===== config.mk =====
export PLATFORM = sky130hd
export DESIGN_NAME = csd_to_bin
export DESIGN_NICKNAME = d
export VERILOG_FILES = /design/src/rtl/csd_to_bin.sv
export SDC_FILE = /design/constraint.sdc
export NUM_CORES = 1
export LEC_CHECK = 0
export ABC_AREA = 0
export CAP_MARGIN = 20
export CORE_MARGIN = 3
export CORE_UTILIZATION = 40
export CTS_CLUSTER_SIZE = 16
export DETAILED_ROUTE_END_ITERATION = 10
export GPL_TIMING_DRIVEN = 1
export PLACE_DENSITY = 0.59
export SLEW_MARGIN = 20
export SYNTH_ARGS = -nofsm -noshare
export SYNTH_HDL_FRONTEND = slang
export SYNTH_SLANG_ARGS = --single-unit

===== constraint.sdc =====
create_clock -name clk -period 2.6 [get_ports clk]
set_input_delay 0.52 -clock clk [delete_from_list [all_inputs] [get_ports clk]]
set_output_delay 0.52 -clock clk [all_outputs]
set_load 0.005 [all_outputs]

===== src/rtl/csd_to_bin.sv =====
// Serial CSD-to-two's-complement decoder; one digit per cycle, MSB first, via a shift-and-add accumulator.
// Latency N+2 cycles from the start edge to the done pulse; start is ignored while a word is in flight.
module csd_to_bin #(
  parameter int N     = 8,
  parameter int CNT_W = 4
) (
  input  logic                clk,
  input  logic                reset,
  input  logic                start,
  input  logic [2*N-1:0]      csdIn,
  output logic                busy,
  output logic                done,
  output logic signed [N:0]   dataOut,
  output logic [CNT_W-1:0]    nzCount,
  output logic                errCode,
  output logic                errCanon
);

  localparam logic [1:0] IDLE = 2'd0;
  localparam logic [1:0] RUN  = 2'd1;
  localparam logic [1:0] DONE = 2'd2;

  logic [1:0]          state;
  logic [2*N-1:0]      shiftReg;
  logic signed [N:0]   acc;
  logic [CNT_W-1:0]    idx;
  logic [CNT_W-1:0]    cnt;
  logic                prevNz;
  logic                codeErr;
  logic                canonErr;

  logic [1:0]          topCode;
  logic                digitNz;
  logic                digitInv;
  logic signed [N:0]   digitVal;

  // The word is shifted left so the digit being processed is always the top pair.
  always_comb begin
    topCode  = shiftReg[2*N-1 -: 2];
    digitNz  = 1'b0;
    digitInv = 1'b0;
    digitVal = '0;
    case (topCode)
      2'b01: begin
        digitNz  = 1'b1;
        digitVal = (N+1)'(1);
      end
      2'b11: begin
        digitNz  = 1'b1;
        digitVal = '1;
      end
      2'b10:   digitInv = 1'b1;
      default: digitVal = '0;
    endcase
  end

  assign busy = (state == RUN);

  always_ff @(posedge clk or negedge reset) begin
    if (!reset) begin
      state    <= IDLE;
      shiftReg <= '0;
      acc      <= '0;
      idx      <= '0;
      cnt      <= '0;
      prevNz   <= 1'b0;
      codeErr  <= 1'b0;
      canonErr <= 1'b0;
      done     <= 1'b0;
      dataOut  <= '0;
      nzCount  <= '0;
      errCode  <= 1'b0;
      errCanon <= 1'b0;
    end else begin
      done <= 1'b0;
      case (state)
        IDLE: begin
          if (start) begin
            shiftReg <= csdIn;
            acc      <= '0;
            cnt      <= '0;
            prevNz   <= 1'b0;
            codeErr  <= 1'b0;
            canonErr <= 1'b0;
            errCode  <= 1'b0;
            errCanon <= 1'b0;
            idx      <= CNT_W'(N-1);
            state    <= RUN;
          end
        end
        RUN: begin
          // Magnitude never exceeds 2^N-1, so N+1 signed bits cannot overflow.
          acc      <= (acc <<< 1) + digitVal;
          shiftReg <= shiftReg << 2;
          if (digitNz)           cnt      <= cnt + CNT_W'(1);
          if (digitInv)          codeErr  <= 1'b1;
          if (digitNz && prevNz) canonErr <= 1'b1;
          prevNz <= digitNz;
          if (idx == '0) state <= DONE;
          else           idx   <= idx - CNT_W'(1);
        end
        DONE: begin
          done     <= 1'b1;
          dataOut  <= acc;
          nzCount  <= cnt;
          errCode  <= codeErr;
          errCanon <= canonErr;
          state    <= IDLE;
        end
        default: state <= IDLE;
      endcase
    end
  end

endmodule


==> qor.yml <==
status: "finished clean"
dr.pass1.iters: 4
critPathSlowestCell: "dfrtp_1"
fin_tns_setup_ns: 0
final_cells: 378
timing.fmax_mhz: 462
ctsRootBufferMaster: "clkbuf_8"
cts_buffers: 5
design.die.area_sq_um: 7650
synth_xor_area_share_pct: 2.64
dp_hpwl_mm: 3.65
synthesis.area_sq_um: 2660
netSwitchingPower_mw: 1.35
min_path_type: "in2async"
path_buf_inv: 2
synth_top_family_by_area: "simple AND/OR/NAND/NOR gates"
core_area_sq_um: 6390
synthSimpleGateAreaFrac_pct: 16.8
pwr-share-clk_pct: 12.8
design_area_sq_um: 3130
place_ws_ns: 0.529
endpoint_kind: "output port"
synthTopCellsByArea: "dfrtp_1 (50%), nand2_1 (8.9%), mux2i_1 (5.3%)"
num_vias: 1966
cts_post_setup_buffers_inserted: 0
leakagePower_nw: 1.47
cp_data_required_time_ns: 2.08
slew_violations: 0
setup_ws_ns: 0.437
rsz0062_at_grt: "no"
ys.warnings.count: 0
power-per-cell-area_nw_per_um2: 1140
placed_area_sq_um: 3040
syn-num-nets: 294
grt_pass1_vias: 1884
syn_inst: 268
peakVddDrop_mv: 0.455
syn_to_final_growth_pct: 17.8
clkSlewWorstSetupHoldPaths_ns: 0.09
power.internal_mw: 2.21
rows: 29
setup.worst_path.start: "state[0]"
drive_gt1_share_pct: 8.64
drc_errors: 0
ctsHtreeMaxLevel: 2
synthAdderAreaFrac_pct: 3.30
hold_viol: 0
start_util_pct: 41.6
avgSynthCellArea_sq_um: 9.91
grt_pass1_wl_mm: 8.89
worst-slew-pin-transition_ns: 0.460
pwr-share-seq_pct: 41.5
fin_crit_sh_pct: 83.2
overflow: 0
grt_antenna_before_repair: 0
cts_sinks: 53
slowest_delay_ns: 0.57
ys_seq_elements: 53
finClkSkew_ns: 0.00482
cts_tree: "done"
fin_nets: 327
viasPerCell: 5.20
synth-main-ff-cell: "dfrtp_1"
min_period_ns: 2.16
finalSetupViolCount: 0
die_x_um: 87.5
p_comb_share_pct: 45.7
antenna_cells: 0
first_iter_violations: 180
cp_cell_sequence: "nand2b_4 > inv_2 > clkdlybuf4s50_1"
synth_seq_area_share_pct: 50.0
muxShareOfSynthArea_pct: 6.13
grt_util_all_layers_pct: 14.4
ioPinCount: 36
r2r-start: "shiftReg[15]"
hold_buffers: 0
crit_type: "reg2out"
clock_latency_ns: 0.29
grt_max_degree: 33
synth-compound-area-share_pct: 15.2
portBuffers: 35
detail-route-antenna-nets: 0
synth_edf_count: 0
async_reset_ff_share_pct: 100
ys_types: 53
place_congestion: 0.804
chipHeight_um: 87.5
synth_top_area_cell: "dfrtp_1"
crit_arrival_ns: 1.64
start_kind: "flop"
placed_cells: 371
wirelength_mm: 5.07
timing.max_cap.violations: 0
yosysTopAreaCellShare_pct: 50.0
crit_fanout: 15
clockBufferDepth: 2
slew_headroom_pct: 69.3
swShare_pct: 37.9
fill_cells: 626
cts.repair.resized: 0
power_mw: 3.55
crit_family: "buffers and inverters"
wl_per_cell_um: 13.4
-- synth_stat cells, drive strengths merged (2+ instances only) --
cell and count:
nand2 64, nor2 10, o22ai 2, nor3 4, clkbuf 3, and3b 2, mux2 2, a31oi 3
nand2b 2, inv 11, a22o 9, o21ai 21, buf 14, xor2 4, dfrtp 53, o21bai 2
xnor2 4, ha 7, a32o 2, nand3 9, mux2i 14, or3b 2, a21oi 5
-- per-layer routing --
metal / up-vias / track usage [%] / wire length (um)
li1: 996 / - / -
met1: 923 / 20.8 / 2550
met2: 42 / 21.9 / 2290
met3: 5 / 2.93 / 188
met4: 0 / 4.04 / 46
met5: - / 0 / 0
-- through the flow --
stage	util [%]	hold slack, ns
2_1_floorplan	-	0.224
3_3_place_gp	47.6	0.458
3_5_place_dp	47.6	0.463
4_1_cts	49.0	0.228
5_1_grt	49.0	0.236
6_report	49.0	0.220
-- worst paths after layout --
check                             endpoint  cells after the start  slack [ns]
worst max-delay path                  busy                      3        0.44
worst min register to register  dataOut[4]                      2        0.48
worst max register to register      acc[5]                      8        0.52
min in group clk                dataOut[4]                      2        0.48
max in group asynchronous           idx[2]                      2        2.09
worst min-delay path                  done                      2        0.22
-- sequential cells by signal (all words and copies together) (netlist names), 2 cells and up --
register / flops
state: 2
shiftReg: 16
idx: 4
cnt: 4
nzCount: 4
dataOut: 9
acc: 9
-- layout by cell type (no fill, tap or decap), types with 2 or more instances in the layout --
| cell | count |
|---|---|
| clkbuf_8 | 6 |
| inv_1 | 10 |
| nand3_1 | 8 |
| buf_4 | 8 |
| nor2_1 | 10 |
| mux2i_1 | 14 |
| a22o_1 | 8 |
| o22ai_1 | 2 |
| dfrtp_1 | 53 |
| ha_1 | 7 |
| o21ai_0 | 20 |
| xor2_1 | 4 |
| nand2_1 | 63 |
| a31oi_1 | 3 |
| mux2_2 | 2 |
| nor3_1 | 4 |
| a21oi_1 | 4 |
| xnor2_1 | 4 |
| a32o_1 | 2 |
| clkdlybuf4s50_1 | 34 |
| and3b_1 | 2 |
-- area by class of cell --
cell class,count,area [sq um],area share (%)
clock buffers,7,86.3,2.76
inverters,11,41.3,1.32
multi-input cells,187,1170,37.5
flip-flops and latches,53,1330,42.4
well taps,77,96.3,3.08
repair buffers,43,405,13.0
-- power by group through the flow --
stage / clock network, mW / registers, mW / logic (mW)
6_report: 0.456 / 1.47 / 1.62
5_1_grt: 0.512 / 1.53 / 1.83
4_1_cts: 0.479 / 1.48 / 1.65
3_5_place_dp: 0 / 1.49 / 1.64
3_3_place_gp: 0 / 1.49 / 1.62
2_1_floorplan: 0 / 1.36 / 1.31
-- cells by family (layout without fill, tap and decap cells) --
family,count (synthesis),in the layout
AOI/OAI and AO/OA,57,57
xor gates and xnor gates,8,8
adders and majority gates,7,7
buffers and inverters,28,61
DFF,53,53
muxes,16,16
and+or+nand+nor,99,99
Note: power is estimated with default switching activity, not from simulation.
